## src/rtl/pu_cfg_pkg.sv

```systemverilog
// pu_cfg_pkg
//   Shared definitions for the PU layer controllers:
//   - FSM state encodings (kept as plain constants so legacy decoders that
//     look at the raw 3-bit state keep working).
//   - Default config field widths, bit offsets and CFG_WIDTH derivation.
//   - Unpack helper for a default-width config word.
//   Config word packing, MSB to LSB:
//     {max_threads, pad, skip, endrow_iw, ic, ih, iw, oc, kh, kw}
package pu_cfg_pkg;

  localparam logic [2:0] ST_IDLE   = 3'd0;
  localparam logic [2:0] ST_FETCH  = 3'd1;
  localparam logic [2:0] ST_LOAD   = 3'd2;
  localparam logic [2:0] ST_ISSUE  = 3'd3;
  localparam logic [2:0] ST_DRAIN  = 3'd4;
  localparam logic [2:0] ST_FINISH = 3'd5;

  localparam int unsigned PU_LAYER_PARAM_WIDTH = 10;
  localparam int unsigned PU_PAD_WIDTH         = 3;
  localparam int unsigned PU_TID_WIDTH         = 16;
  localparam int unsigned PU_CFG_ADDR_W        = 4;

  // Index of each minus-one-encoded dimension field, counted from the LSB.
  localparam int unsigned FLD_KW         = 0;
  localparam int unsigned FLD_KH         = 1;
  localparam int unsigned FLD_OC         = 2;
  localparam int unsigned FLD_IW         = 3;
  localparam int unsigned FLD_IH         = 4;
  localparam int unsigned FLD_IC         = 5;
  localparam int unsigned FLD_ENDROW_IW  = 6;
  localparam int unsigned NUM_DIM_FIELDS = 7;

  function automatic int unsigned cfg_width(input int unsigned lpw,
                                            input int unsigned padw,
                                            input int unsigned tidw);
    return tidw + padw + 1 + NUM_DIM_FIELDS * lpw;
  endfunction

  function automatic int unsigned dim_lsb(input int unsigned fld, input int unsigned lpw);
    return fld * lpw;
  endfunction

  function automatic int unsigned skip_lsb(input int unsigned lpw);
    return NUM_DIM_FIELDS * lpw;
  endfunction

  function automatic int unsigned pad_lsb(input int unsigned lpw);
    return NUM_DIM_FIELDS * lpw + 1;
  endfunction

  function automatic int unsigned tid_lsb(input int unsigned lpw, input int unsigned padw);
    return NUM_DIM_FIELDS * lpw + 1 + padw;
  endfunction

  localparam int unsigned PU_CFG_WIDTH =
    cfg_width(PU_LAYER_PARAM_WIDTH, PU_PAD_WIDTH, PU_TID_WIDTH);

  typedef struct packed {
    logic [PU_TID_WIDTH-1:0]         max_threads;
    logic [PU_PAD_WIDTH-1:0]         pad;
    logic                            skip;
    logic [PU_LAYER_PARAM_WIDTH-1:0] endrow_iw;
    logic [PU_LAYER_PARAM_WIDTH-1:0] ic;
    logic [PU_LAYER_PARAM_WIDTH-1:0] ih;
    logic [PU_LAYER_PARAM_WIDTH-1:0] iw;
    logic [PU_LAYER_PARAM_WIDTH-1:0] oc;
    logic [PU_LAYER_PARAM_WIDTH-1:0] kh;
    logic [PU_LAYER_PARAM_WIDTH-1:0] kw;
  } pu_cfg_t;

  function automatic pu_cfg_t unpack_cfg(input logic [PU_CFG_WIDTH-1:0] word);
    return pu_cfg_t'(word);
  endfunction

endpackage

```

## src/rtl/pu_loop_counter.sv

```systemverilog
// pu_loop_counter
//   Nested (oc, ic, row) counter, row innermost. Advances on i_en, holds at
//   the final tuple instead of wrapping, and restarts from zero on i_clr.
//   Ports:
//     i_clk, i_rst_n           clock, synchronous active-low reset
//     i_clr                    zero all counters
//     i_en                     advance one step
//     i_lim_row/ic/oc          inclusive upper limits
//     o_row/o_ic/o_oc          current indices
//     o_last_ic                o_ic at its limit
//     o_last                   all three indices at their limits
module pu_loop_counter
  #(
    parameter int unsigned WIDTH = 10
  )
  (
    input  logic             i_clk,
    input  logic             i_rst_n,
    input  logic             i_clr,
    input  logic             i_en,
    input  logic [WIDTH-1:0] i_lim_row,
    input  logic [WIDTH-1:0] i_lim_ic,
    input  logic [WIDTH-1:0] i_lim_oc,
    output logic [WIDTH-1:0] o_row,
    output logic [WIDTH-1:0] o_ic,
    output logic [WIDTH-1:0] o_oc,
    output logic             o_last_ic,
    output logic             o_last
  );

  logic [WIDTH-1:0] r_row;
  logic [WIDTH-1:0] r_ic;
  logic [WIDTH-1:0] r_oc;
  logic             w_last_row;
  logic             w_last_ic;
  logic             w_last_oc;
  logic             w_last;

  assign w_last_row = (r_row == i_lim_row);
  assign w_last_ic  = (r_ic  == i_lim_ic);
  assign w_last_oc  = (r_oc  == i_lim_oc);
  assign w_last     = w_last_row && w_last_ic && w_last_oc;

  always_ff @(posedge i_clk) begin
    if (!i_rst_n || i_clr) begin
      r_row <= '0;
      r_ic  <= '0;
      r_oc  <= '0;
    end else if (i_en && !w_last) begin
      // Comparisons use ==, so a limit of all-ones never increments past it.
      if (!w_last_row) begin
        r_row <= r_row + WIDTH'(1);
      end else begin
        r_row <= '0;
        if (!w_last_ic) begin
          r_ic <= r_ic + WIDTH'(1);
        end else begin
          r_ic <= '0;
          r_oc <= r_oc + WIDTH'(1);
        end
      end
    end
  end

  assign o_row     = r_row;
  assign o_ic      = r_ic;
  assign o_oc      = r_oc;
  assign o_last_ic = w_last_ic;
  assign o_last    = w_last;

endmodule

```

## src/rtl/pu_layer_sequencer.sv

```systemverilog
// pu_layer_sequencer
//   Layer-level controller for the PU convolution datapath. Reads one config
//   word per layer, latches it for the PE array, issues one row command per
//   (oc, ic, row) over valid/ready, waits for the write path to drain, then
//   moves to the next layer. Pulses done after the final layer.
//   Ports:
//     clk, reset                 clock, synchronous active-low reset
//     start, num_layers          job start (IDLE only), layer count minus one
//     cfg_addr, cfg_data         config ROM port, 1-cycle read latency
//     layer_cfg, layer_start     latched layer word and its update pulse
//     cmd_valid, cmd_ready       row command handshake
//     cmd_oc/ic/row              command indices
//     cmd_last_ic, cmd_last      end of accumulation / end of layer
//     drain_done                 write path finished the layer
//     state, busy, done, err     status
module pu_layer_sequencer
  import pu_cfg_pkg::*;
  #(
    parameter  int unsigned LAYER_PARAM_WIDTH = PU_LAYER_PARAM_WIDTH,
    parameter  int unsigned PAD_WIDTH         = PU_PAD_WIDTH,
    parameter  int unsigned TID_WIDTH         = PU_TID_WIDTH,
    parameter  int unsigned CFG_ADDR_W        = PU_CFG_ADDR_W,
    localparam int unsigned CFG_WIDTH         = cfg_width(LAYER_PARAM_WIDTH, PAD_WIDTH, TID_WIDTH)
  )
  (
    input  logic                         clk,
    input  logic                         reset,
    input  logic                         start,
    input  logic [CFG_ADDR_W-1:0]        num_layers,
    output logic [CFG_ADDR_W-1:0]        cfg_addr,
    input  logic [CFG_WIDTH-1:0]         cfg_data,
    output logic [CFG_WIDTH-1:0]         layer_cfg,
    output logic                         layer_start,
    output logic                         cmd_valid,
    input  logic                         cmd_ready,
    output logic [LAYER_PARAM_WIDTH-1:0] cmd_oc,
    output logic [LAYER_PARAM_WIDTH-1:0] cmd_ic,
    output logic [LAYER_PARAM_WIDTH-1:0] cmd_row,
    output logic                         cmd_last_ic,
    output logic                         cmd_last,
    input  logic                         drain_done,
    output logic [2:0]                   state,
    output logic                         busy,
    output logic                         done,
    output logic                         err
  );

  localparam int unsigned LPW     = LAYER_PARAM_WIDTH;
  localparam int unsigned OHW     = LPW + 2;
  localparam int unsigned KH_LSB  = dim_lsb(FLD_KH, LPW);
  localparam int unsigned OC_LSB  = dim_lsb(FLD_OC, LPW);
  localparam int unsigned IH_LSB  = dim_lsb(FLD_IH, LPW);
  localparam int unsigned IC_LSB  = dim_lsb(FLD_IC, LPW);
  localparam int unsigned SKP_LSB = skip_lsb(LPW);
  localparam int unsigned PAD_LSB = pad_lsb(LPW);

  logic [2:0]            r_state;
  logic [CFG_ADDR_W-1:0] r_num_layers;
  logic [CFG_ADDR_W-1:0] r_cfg_addr;
  logic [CFG_WIDTH-1:0]  r_layer_cfg;
  logic                  r_layer_start;
  logic                  r_done;
  logic                  r_err;
  logic [LPW-1:0]        r_lim_row;
  logic [LPW-1:0]        r_lim_ic;
  logic [LPW-1:0]        r_lim_oc;

  logic [LPW-1:0]        w_kh;
  logic [LPW-1:0]        w_ih;
  logic [LPW-1:0]        w_ic;
  logic [LPW-1:0]        w_oc;
  logic [PAD_WIDTH-1:0]  w_pad;
  logic                  w_skip;
  logic signed [OHW-1:0] w_oh;
  logic [LPW-1:0]        w_oh_lim;
  logic                  w_issue;
  logic                  w_cnt_clr;
  logic                  w_cnt_en;
  logic                  w_cnt_last_ic;
  logic                  w_cnt_last;
  logic                  w_last_layer;
  logic [LPW-1:0]        w_row;
  logic [LPW-1:0]        w_ic_idx;
  logic [LPW-1:0]        w_oc_idx;

  assign w_kh   = cfg_data[KH_LSB +: LPW];
  assign w_ih   = cfg_data[IH_LSB +: LPW];
  assign w_ic   = cfg_data[IC_LSB +: LPW];
  assign w_oc   = cfg_data[OC_LSB +: LPW];
  assign w_pad  = cfg_data[PAD_LSB +: PAD_WIDTH];
  assign w_skip = cfg_data[SKP_LSB];

  // Minus-one encoded output rows: ih + 2*pad - kh. Two extra bits hold the
  // sign and the carry from padding.
  assign w_oh = $signed({2'b00, w_ih})
              + $signed({{(OHW - PAD_WIDTH - 1){1'b0}}, w_pad, 1'b0})
              - $signed({2'b00, w_kh});

  // Heavy padding can push oh past the row field; clamp to the field maximum.
  assign w_oh_lim = w_oh[LPW] ? '1 : w_oh[LPW-1:0];

  assign w_issue      = (r_state == ST_ISSUE);
  assign w_cnt_clr    = (r_state == ST_LOAD);
  assign w_cnt_en     = w_issue && cmd_ready;
  assign w_last_layer = (r_cfg_addr == r_num_layers);

  pu_loop_counter #(
    .WIDTH (LPW)
  ) u_loop_counter (
    .i_clk     (clk),
    .i_rst_n   (reset),
    .i_clr     (w_cnt_clr),
    .i_en      (w_cnt_en),
    .i_lim_row (r_lim_row),
    .i_lim_ic  (r_lim_ic),
    .i_lim_oc  (r_lim_oc),
    .o_row     (w_row),
    .o_ic      (w_ic_idx),
    .o_oc      (w_oc_idx),
    .o_last_ic (w_cnt_last_ic),
    .o_last    (w_cnt_last)
  );

  always_ff @(posedge clk) begin
    if (!reset) begin
      r_state       <= ST_IDLE;
      r_num_layers  <= '0;
      r_cfg_addr    <= '0;
      r_layer_cfg   <= '0;
      r_layer_start <= 1'b0;
      r_done        <= 1'b0;
      r_err         <= 1'b0;
      r_lim_row     <= '0;
      r_lim_ic      <= '0;
      r_lim_oc      <= '0;
    end else begin
      r_layer_start <= 1'b0;
      r_done        <= 1'b0;
      case (r_state)
        ST_IDLE: begin
          if (start) begin
            r_num_layers <= num_layers;
            r_cfg_addr   <= '0;
            r_err        <= 1'b0;
            r_state      <= ST_FETCH;
          end
        end
        ST_FETCH: begin
          r_state <= ST_LOAD;
        end
        ST_LOAD: begin
          r_layer_cfg   <= cfg_data;
          r_layer_start <= 1'b1;
          r_lim_row     <= w_oh_lim;
          r_lim_ic      <= w_ic;
          r_lim_oc      <= w_oc;
          if (w_oh[OHW-1]) begin
            // Impossible geometry: flag it and go straight to end-of-layer.
            r_err <= 1'b1;
            if (w_last_layer) begin
              r_done  <= 1'b1;
              r_state <= ST_FINISH;
            end else begin
              r_cfg_addr <= r_cfg_addr + CFG_ADDR_W'(1);
              r_state    <= ST_FETCH;
            end
          end else if (w_skip) begin
            r_state <= ST_DRAIN;
          end else begin
            r_state <= ST_ISSUE;
          end
        end
        ST_ISSUE: begin
          if (cmd_ready && w_cnt_last) begin
            r_state <= ST_DRAIN;
          end
        end
        ST_DRAIN: begin
          if (drain_done) begin
            if (w_last_layer) begin
              r_done  <= 1'b1;
              r_state <= ST_FINISH;
            end else begin
              r_cfg_addr <= r_cfg_addr + CFG_ADDR_W'(1);
              r_state    <= ST_FETCH;
            end
          end
        end
        ST_FINISH: begin
          r_state <= ST_IDLE;
        end
        default: begin
          r_state <= ST_IDLE;
        end
      endcase
      // Placed after the case so a stray drain_done wins over a start clear.
      if (drain_done && (r_state != ST_DRAIN)) begin
        r_err <= 1'b1;
      end
    end
  end

  assign cfg_addr    = r_cfg_addr;
  assign layer_cfg   = r_layer_cfg;
  assign layer_start = r_layer_start;
  assign cmd_valid   = w_issue;
  assign cmd_oc      = w_oc_idx;
  assign cmd_ic      = w_ic_idx;
  assign cmd_row     = w_row;
  // Counter limits reset to zero, so the raw last flags read 1 when idle.
  assign cmd_last_ic = w_issue && w_cnt_last_ic;
  assign cmd_last    = w_issue && w_cnt_last;
  assign state       = r_state;
  assign busy        = (r_state != ST_IDLE);
  assign done        = r_done;
  assign err         = r_err;

endmodule

```

## config.mk

```make
export PLATFORM = sky130hd
export DESIGN_NAME = pu_layer_sequencer
export DESIGN_NICKNAME = d
export VERILOG_FILES = /design/src/rtl/pu_cfg_pkg.sv /design/src/rtl/pu_loop_counter.sv /design/src/rtl/pu_layer_sequencer.sv
export SDC_FILE = /design/constraint.sdc
export NUM_CORES = 1
export LEC_CHECK = 0
export CAP_MARGIN = 10
export CORE_MARGIN = 5
export CORE_UTILIZATION = 45
export CTS_CLUSTER_SIZE = 14
export DETAILED_ROUTE_END_ITERATION = 8
export PLACE_DENSITY = 0.8
export SYNTH_ARGS = -nofsm -noshare
export SYNTH_HDL_FRONTEND = slang
export SYNTH_SLANG_ARGS = --single-unit
export TNS_END_PERCENT = 5
```

## constraint.sdc

```tcl
create_clock -name clk -period 3.6 [get_ports clk]
set_clock_uncertainty 0.05 [all_clocks]
set_input_delay 0.72 -clock clk [delete_from_list [all_inputs] [get_ports clk]]
set_output_delay 0.72 -clock clk [all_outputs]
set_load 0.05 [all_outputs]
```

* Yosys cells after proc, flatten, opt, wreduce, memory -nomap -nowiden
Index checks and enable logic that the tools add are counted.
Storage, ports and cells: register bits 164, latch bits 0, memory bits (writable) 0, memory bits (read-only) 0, input port bits 99, word-level logic and storage cells 79, memories kept 0
Cells by class: $add $sub $neg 6, $mul 0, divide/modulo/power cells 0, $lt $le $gt $ge 0, eq/ne operators 15, shifts and indexed selects 0, multiplexer cells 24, bitwise logic cells 0, reduce and logical (&&, ||, !) cells 21
Operators by type and width (count):
- $add 10x1->10 const B | 3
- $eq 10x10->1 | 3
- $mux 10 | 3
- $mux 3 | 6
- $mux 4 | 4
- $pmux 3 s5 | 1
- $pmux 4 s3 | 1
- $sub 11x10->12 | 1
- $add 10x4->11 | 1
- $ne 3x3->1 const B | 3
- $reduce_and 3->1 | 3
- $reduce_bool 3->1 | 3
- $logic_and 1x1->1 | 8
- $mux 1 | 7
- $eq 3x2->1 const B | 2
- $ne 2x2->1 const B | 3
- $add 4x1->4 const B | 1
- $eq 4x4->1 | 1
- $pmux 1 s2 | 2
- $reduce_and 2->1 | 2
- $reduce_and 4->1 | 1
- $eq 3x1->1 const B | 1
- $eq 3x3->1 const B | 1
- $logic_not 3->1 | 1
- other kinds (3) | 4

* Logic depth before layout (Yosys ltp)
Gate-level depths: netlist of the first run.
depth after elaboration 6, gate-level depth with buffers 12, mapped depth without buffers 12

* Cells and area by module
Synthesis of the first run repeated with hierarchy kept, for this count alone.
Second synthesis, totals: cell total of the unflattened synthesis 832, area, all modules 6864.1 um2
By module, submodules not included:
- pu_layer_sequencer | times used 1, cells an instance 610, area an instance 4938.5 um2
- pu_loop_counter | times used 1, cells an instance 222, area an instance 1925.6 um2

* Worst setup path before layout of the first run
No wires, ideal clock.
kind register to output, start register u_loop_counter.r_ic[5], in the netlist u_loop_counter.o_ic[5], end output port cmd_last, data arrival time 2.899 ns, required time 2.830 ns, slack -0.069 ns, cell stages (with the launch flop) 5, buffers on the path 0, path through dfxtp_1 xor2_1 nor4_2 nand4_2 nor4_1
Between the ends: word-level cells in the longest chain between the ends 4
Ends and longest elaborated chain:
- start: declaration | RTL line pu_loop_counter.sv:32 | logic [WIDTH-1:0] r_ic;
- start signal: assignment | RTL line pu_loop_counter.sv:56 | r_ic <= r_ic + WIDTH'(1);
- $eq 10x10->1 | RTL line pu_loop_counter.sv:40 | assign w_last_ic = (r_ic == i_lim_ic);
- $logic_and 1x1->1 (2 in a row) | RTL line pu_loop_counter.sv:42 | assign w_last = w_last_row && w_last_ic && w_last_oc;
- $logic_and 1x1->1 | RTL line pu_layer_sequencer.sv:212 | assign cmd_last = w_issue && w_cnt_last;
- end: declaration | RTL line pu_layer_sequencer.sv:40 | output logic cmd_last,
Every way passes these cells.

* Final worst setup path of the first run
start input port cfg_data[41], end register r_cfg_addr[0], in the netlist cfg_addr[0]
Between the ends: word-level cells in the longest chain between the ends 4
Ends and longest elaborated chain:
- start: declaration | RTL line pu_layer_sequencer.sv:31 | input logic [CFG_WIDTH-1:0] cfg_data,
- $add 10x4->11 | RTL line pu_layer_sequencer.sv:96 | + $signed({{(OHW - PAD_WIDTH - 1){1'b0}}, w_pad, 1'b0})
- $sub 11x10->12 | RTL line pu_layer_sequencer.sv:97 | - $signed({2'b00, w_kh});
- $ne 2x2->1 (no line)
- $reduce_and 4->1 (no line)
- end signal: assignment | RTL line pu_layer_sequencer.sv:164 | r_cfg_addr <= r_cfg_addr + CFG_ADDR_W'(1);
- end signal: assignment | RTL line pu_layer_sequencer.sv:184 | r_cfg_addr <= r_cfg_addr + CFG_ADDR_W'(1);
- end: declaration | RTL line pu_layer_sequencer.sv:59 | logic [CFG_ADDR_W-1:0] r_cfg_addr;
Every way passes these cells. A chain may end at the register's enable or synchronous reset.

==> flow_metrics.env, run 1 <==
export IMPL_status="finished, final reports clean"
export IMPL_max_stage_delay_ns=0.50
export IMPL_antenna_left=0
export IMPL_dp_hpwl_um=14300
export IMPL_routabilityCongestion=0.876
export IMPL_grt_pass1_wl_um=30700
export IMPL_nNetsFinal=1158
export IMPL_syn_area_mm2=0.00653
export IMPL_cts_sinks=144
export IMPL_synth_simple_area_share_pct=22.4
export IMPL_leakage_nw=3.81
export IMPL_ys_seq_elements=144
export IMPL_viasPerCell=5.19
export IMPL_synth_main_ff_cell="dfxtp_1"
export IMPL_crit_path_cell_trace="clkdlybuf4s50_1, inv_1, fa_1, inv_1, ha_1, fa_1, a211oi_2, o21bai_1, a21oi_2, o2111ai_1, a21oi_1, buf_4, mux2i_1, nor2_1"
export IMPL_post_route_min_period_ns=3.49
export IMPL_worst_setup_path_end_kind="flop"
export IMPL_core_area_mm2=0.0144
export IMPL_numPortBuffers=232
export IMPL_crit_arrival_ns=3.72
export IMPL_dieArea_mm2=0.0170
export IMPL_drc=0
export IMPL_die_h_um=130
export IMPL_yosys_area_share_adder_pct=5.36
export IMPL_cp_slowest_cell="fa_1"
export IMPL_grtUsageTotal_pct=22.8
export IMPL_period_share_pct=96.9
export IMPL_die_x_um=130
export IMPL_wl_met3_um=1850
export IMPL_grt_start_max_net_pins=74
export IMPL_place_inst=1199
export IMPL_clkLatencyLatePin_ns=0.42
export IMPL_holdBufCountCts=0
export IMPL_worst_slew_pin_slew_ns=0.800
export IMPL_path_clk_slew_ns=0.06
export IMPL_async_flop_share_pct=0
export IMPL_power_density_mw_per_mm2=560
export IMPL_grt_overflow=0
export IMPL_n_fill_cell=1196
export IMPL_routedWlPerCell_um=15.9
export IMPL_critPathBufInv=4
export IMPL_htreeDepth=4
export IMPL_row_count=44
export IMPL_place_area_mm2=0.00908
export IMPL_drt_initial_drc_count=469
export IMPL_yosysSeqAreaShare_pct=44.1
export IMPL_final_cells=1231
export IMPL_fin_area_mm2=0.00978
export IMPL_critPathTopFamily="adder cells"
export IMPL_finalHoldViolCount=0
export IMPL_routed_top_layer="met4"
export IMPL_grt_pass1_vias=6082
export IMPL_met1_length_um=8030
export IMPL_setup_ws_ns=0.112
export IMPL_clockBufferDepth=2
export IMPL_crit_path_start_kind="input pin"
export IMPL_num_antenna_cells=0
export IMPL_syn_instance_count=806
export IMPL_synth_xor_area_share_pct=8.31
export IMPL_drt_first_pass_iters=5
export IMPL_initial_core_util_pct=45.5
export IMPL_required_ns=3.83
export IMPL_final_common_cell="clkdlybuf4s50_1"
export IMPL_clock_root_buffer="clkbuf_16"
export IMPL_synth_compound_area_share_pct=13.8
export IMPL_yosys_mux_area_fraction_pct=1.40
export IMPL_synthToLayoutAreaGrowth_pct=49.7
export IMPL_dp_slack_ns=-0.438
export IMPL_drv_cap=0
export IMPL_cts_tree="yes"
export IMPL_peakVddDrop_mv=0.303
export IMPL_synth_edf_count=0
export IMPL_antenna_found_initial=0
export IMPL_synth_top_family_by_area="simple AND/OR/NAND/NOR gates"
export IMPL_setup_violations=0
export IMPL_met2WireLength_um=9300
export IMPL_wirelength_um=19600
export IMPL_min_path_type="reg2reg"
export IMPL_path_max_fanout=4
export IMPL_drive_above_1_share_pct=6.78
export IMPL_num_vias=6391
export IMPL_cts_made_buffers=17
export IMPL_ios=233
export IMPL_yosysWarningCount=0
export IMPL_crit_type="in2reg"
export IMPL_synth_fp_nets=930
export IMPL_fmax_ghz=0.287
export IMPL_synth_cell_type_count=51
export IMPL_syn_area_per_cell_um2=8.10
export IMPL_slew_viol_final=0
export IMPL_relSlewSlack_pct=46.5
export IMPL_layout_common_cells="clkdlybuf4s50_1 (229), nand2_1 (204), dfxtp_1 (144)"
-- synth_stat cells (4+ instances only) --
| cell type | number | area, um2 |
|---|---|---|
| nand3_1 | 11 | 55.1 |
| a21oi_1 | 118 | 591 |
| nor4_2 | 4 | 50.1 |
| or3_1 | 4 | 25.0 |
| xor2_1 | 35 | 307 |
| dfxtp_1 | 144 | 2880 |
| fa_1 | 5 | 100 |
| nor3_1 | 8 | 40.0 |
| ha_1 | 20 | 250 |
| nand4_1 | 7 | 43.8 |
| and3_1 | 9 | 56.3 |
| nor2b_1 | 5 | 31.3 |
| o21ai_0 | 21 | 105 |
| nor2_1 | 47 | 176 |
| nand2_1 | 204 | 766 |
| xnor2_1 | 27 | 236 |
| inv_1 | 33 | 124 |
| mux2i_1 | 8 | 80.1 |
| nor4_1 | 7 | 43.8 |
| clkbuf_1 | 38 | 143 |
-- final cells by class --
cell class | instances | area [um2] | share of cell area [%]
clock buffer | 18 | 439 | 4.49
clock inverter | 14 | 226 | 2.32
tap | 184 | 230 | 2.35
sequential | 144 | 2880 | 29.5
timing repair buffer | 251 | 2480 | 25.4
inverter | 33 | 125 | 1.28
multi-input combinational | 587 | 3400 | 34.7
-- cell families after synthesis --
group / Yosys count
xor+xnor: 62
flops: 144
mux: 9
compound gates: 164
fa+ha+maj: 25
simple gates: 327
buf+inv: 75
-- sequential cells by signal (all words and copies together), names as in the netlist --
| register | flops |
|---|---|
| layer_cfg | 90 |
| r_lim_row | 10 |
| u_loop_counter.o_ic | 10 |
| u_loop_counter.o_oc | 10 |
| u_loop_counter.o_row | 10 |
| cfg_addr | 4 |
| r_num_layers | 4 |
| state | 3 |
| done | 1 |
| err | 1 |
| layer_start | 1 |
-- per-stage QoR --
step | power [W] | hold WS (ns) | setup TNS, ns | utilization, %
finish | 0.00548 | 0.401 | 0 | 68.1
global route | 0.00574 | 0.418 | -0.0617 | 68.1
CTS | 0.00551 | 0.404 | 0 | 67.9
detailed placement | 0.00352 | 0.396 | -4.74 | 63.2
global placement | 0.00351 | 0.391 | -3.84 | 63.2
floorplan | 0.00294 | 0.432 | 0 | -
-- routing by layer --
metal / vias to the layer above / GRT usage [%]
li1: 3150 / -
met1: 2983 / 28.6
met2: 230 / 36.4
met3: 28 / 7.76
met4: 0 / 8.59
met5: - / 0
-- power by group --
group,internal [W],switching (W),leakage [nW]
combinational,0.000611,0.00108,2.32
clock,0.00126,0.000711,0.319
sequential,0.00173,0.0000907,1.17
-- tightest hold or removal path: cells and delay by family, from the launching register on --
kind            cells  cell delay, ns
compound gates      1            0.05
flops               1            0.31
simple gates        1            0.05
-- path summary, 6_finish.rpt --
check / cells past startpoint / startpoint / to / slack (ns)
setup / recovery: 14 / cfg_data[41] / cfg_addr[0]$_SDFFE_PN0P_ / 0.11
setup reg to reg: 7 / u_loop_counter.o_ic[2]$_SDFFE_PP0P_ / u_loop_counter.o_oc[9]$_SDFFE_PP0P_ / 1.01
hold reg to reg: 2 / layer_cfg[48]$_SDFFE_PN0P_ / layer_cfg[48]$_SDFFE_PN0P_ / 0.40
hold / removal: 2 / layer_cfg[48]$_SDFFE_PN0P_ / layer_cfg[48]$_SDFFE_PN0P_ / 0.40
-- what timing repair did --
action,CTS,global route
endpoints found under the hold margin,0,0
gates resized for setup,2,9
setup buffers,0,0
cloned,0,0
setup endpoints to repair,2,16
pin swaps,0,2
Note: power is estimated with default switching activity, not from simulation.
==> run 2: changes to the inputs <==
--- a/config.mk
+++ b/config.mk
@@ -7,10 +7,10 @@
 export LEC_CHECK = 0
 export CAP_MARGIN = 10
 export CORE_MARGIN = 5
-export CORE_UTILIZATION = 45
+export CORE_UTILIZATION = 41
 export CTS_CLUSTER_SIZE = 14
 export DETAILED_ROUTE_END_ITERATION = 8
-export PLACE_DENSITY = 0.8
+export PLACE_DENSITY = 0.77
 export SYNTH_ARGS = -nofsm -noshare
 export SYNTH_HDL_FRONTEND = slang
 export SYNTH_SLANG_ARGS = --single-unit
==> constraint.sdc (replaced) <==
create_clock -name clk -period 2.85 [get_ports clk]
set_clock_uncertainty 0.05 [all_clocks]
set_input_delay 0.57 -clock clk [delete_from_list [all_inputs] [get_ports clk]]
set_output_delay 0.57 -clock clk [all_outputs]
set_load 0.05 [all_outputs]
==> run 2 against run 1 <==
  * Register-to-register slack worse by 0.69 ns
  * Die area increased by 9.0%
  * Critical path depth shrank 2
  * Critical path type unchanged
  * Largest power group unchanged
==> flow_metrics.env, run 2 (synthesis gave the netlist of run 1 again) <==
export IMPL_grt_use_met3_pct=6.92
export IMPL_dieArea_mm2=0.0186
export IMPL_leakage_nw=3.91
export IMPL_wirelength_um=20400
export IMPL_crit_path_start_kind="input pin"
export IMPL_max_stage_delay_ns=0.48
export IMPL_grt_pass1_vias=5933
export IMPL_peakVddDrop_mv=0.517
export IMPL_rsz0062_at_grt="yes"
export IMPL_holdBufCountCts=0
export IMPL_clock_root_buffer="clkbuf_16"
export IMPL_crit_arrival_ns=3.06
export IMPL_drive_above_1_share_pct=11.9
export IMPL_drv_cap=0
export IMPL_required_ns=3.10
export IMPL_grt_pass1_wl_um=31000
export IMPL_critPathBufInv=4
export IMPL_setup_violations=0
export IMPL_clockBufferDepth=2
export IMPL_viasPerCell=4.93
export IMPL_post_route_min_period_ns=2.81
export IMPL_cts_tree="yes"
export IMPL_drt_first_pass_iters=5
export IMPL_row_count=46
export IMPL_dp_hpwl_um=15000
export IMPL_worst_slew_pin_slew_ns=0.566
export IMPL_grt_overflow=0
export IMPL_crit_type="in2reg"
export IMPL_final_common_cell="clkdlybuf4s50_1"
export IMPL_n_fill_cell=1415
export IMPL_place_area_mm2=0.00929
export IMPL_numPortBuffers=232
export IMPL_cp_slowest_cell="fa_1"
export IMPL_min_path_type="in2reg"
export IMPL_antenna_found_initial=0
export IMPL_status="finished, final reports clean"
export IMPL_cts_sinks=144
export IMPL_core_area_mm2=0.0158
export IMPL_grtUsageTotal_pct=21.2
export IMPL_p_clk_share_pct=33.7
export IMPL_cts_made_buffers=17
export IMPL_ios=233
export IMPL_layout_common_cells="clkdlybuf4s50_1 (217), nand2_1 (204), dfxtp_1 (142)"
export IMPL_drc=0
export IMPL_die_h_um=136
export IMPL_crit_path_cell_trace="dlygate4sd2_1, inv_1, fa_1, inv_1, ha_4, nand4_1, o21ai_2, o41a_1, nor4b_2, o31a_1, clkbuf_16, a21oi_1"
export IMPL_totalPowerFinal_w=0.00691
export IMPL_path_clk_slew_ns=0.06
export IMPL_num_vias=6331
export IMPL_met2_usage_pct=35.3
export IMPL_htreeDepth=4
export IMPL_synthToLayoutAreaGrowth_pct=55.0
export IMPL_initial_core_util_pct=41.4
export IMPL_die_x_um=136
export IMPL_power_density_mw_per_mm2=683
export IMPL_path_max_fanout=4
export IMPL_drt_initial_drc_count=309
export IMPL_clkLatencyLatePin_ns=0.41
export IMPL_period_share_pct=98.7
export IMPL_seq_power_share_pct=33.5
export IMPL_routabilityCongestion=0.869
export IMPL_grt_start_max_net_pins=53
export IMPL_routedWlPerCell_um=15.9
export IMPL_dp_slack_ns=-0.854
export IMPL_antenna_left=0
export IMPL_finalHoldViolCount=0
export IMPL_worst_setup_path_end_kind="flop"
export IMPL_fmax_ghz=0.356
export IMPL_nNetsFinal=1179
export IMPL_setup_ws_ns=0.0377
export IMPL_p_switching_w=0.00238
export IMPL_power_frac_comb_pct=32.8
export IMPL_busiest_layer="met2"
export IMPL_relSlewSlack_pct=62.1
export IMPL_slew_viol_final=0
export IMPL_crit_top_cell="inv_1"
export IMPL_power_switching_share_pct=34.5
export IMPL_grtUsageMet1_pct=25.7
export IMPL_critPathTopFamily="compound AO/OA/AOI/OAI gates"
export IMPL_internal_power_w=0.00453
export IMPL_largest_reg_flops=90
export IMPL_fin_area_mm2=0.0101
## run 2: repair_timing
| action | 4_1_cts | 5_1_grt |
|---|---|---|
| setup endpoints to repair | 19 | 17 |
| gates resized for setup | 32 | 36 |
| gates cloned | 0 | 1 |
| buffers inserted | 2 | 2 |
| pin swaps | 14 | 20 |
## run 2: power groups by stage
| stage | clock, W | combinational [W] | sequential, W |
|---|---|---|---|
| 2_1_floorplan | 0 | 0.000929 | 0.00281 |
| 6_report | 0.00233 | 0.00227 | 0.00231 |
| 3_3_place_gp | 0 | 0.00215 | 0.00234 |
| 5_1_grt | 0.00247 | 0.00243 | 0.00234 |
| 3_5_place_dp | 0 | 0.00217 | 0.00235 |
| 4_1_cts | 0.00237 | 0.00220 | 0.00231 |
## run 2: through the flow
stage          TNS [ns]  instances  hold WS, ns  util, %
5_1_grt          -0.392       1283        0.359     64.2
4_1_cts               0       1280        0.343     63.0
3_3_place_gp     -13.31       1248        0.390     58.9
3_5_place_dp     -14.14       1248        0.396     58.9
2_1_floorplan     -1.00        806        0.432        -
6_report              0       1284        0.356     64.2
## run 2: worst paths after layout
check	startpoint	end	slack [ns]	cells past startpoint
max reg2reg	state[0]$_SDFFE_PN0P_	u_loop_counter.o_oc[7]$_SDFFE_PP0P_	0.32	5
max	cfg_data[73]	r_lim_row[5]$_SDFFE_PN0P_	0.04	12
min	cfg_data[72]	layer_cfg[72]$_SDFFE_PN0P_	0.36	3
min reg2reg	layer_cfg[62]$_SDFFE_PN0P_	layer_cfg[62]$_SDFFE_PN0P_	0.40	2
## run 2: metal layers
| layer | part of all wire [%] | wire, um | up-vias |
|---|---|---|---|
| met5 | 0 | 0 | - |
| met4 | 1.8 | 359 | 0 |
| met3 | 7.8 | 1590 | 22 |
| met2 | 49 | 9980 | 199 |
| met1 | 42 | 8500 | 2926 |
| li1 | - | - | 3184 |
## run 2: cell type report
| type | instances | area (um2) | area share (%) |
|---|---|---|---|
| antenna | 1 | 2.50 | 0.0247 |
| timing repair buffer | 272 | 2650 | 26.1 |
| multi-input combinational | 587 | 3570 | 35.3 |
| sequential | 144 | 2890 | 28.5 |
| clock buffer | 23 | 498 | 4.92 |
| inverter | 33 | 125 | 1.24 |
| clock inverter | 8 | 126 | 1.25 |
| tap | 216 | 270 | 2.67 |
## run 2: worst reg2reg max path, delay by kind of cell (launching register included)
kind	cells	cell delay [ns]
DFF	1	0.48
buffers and inverters	1	0.27
and+or+nand+nor	4	1.67
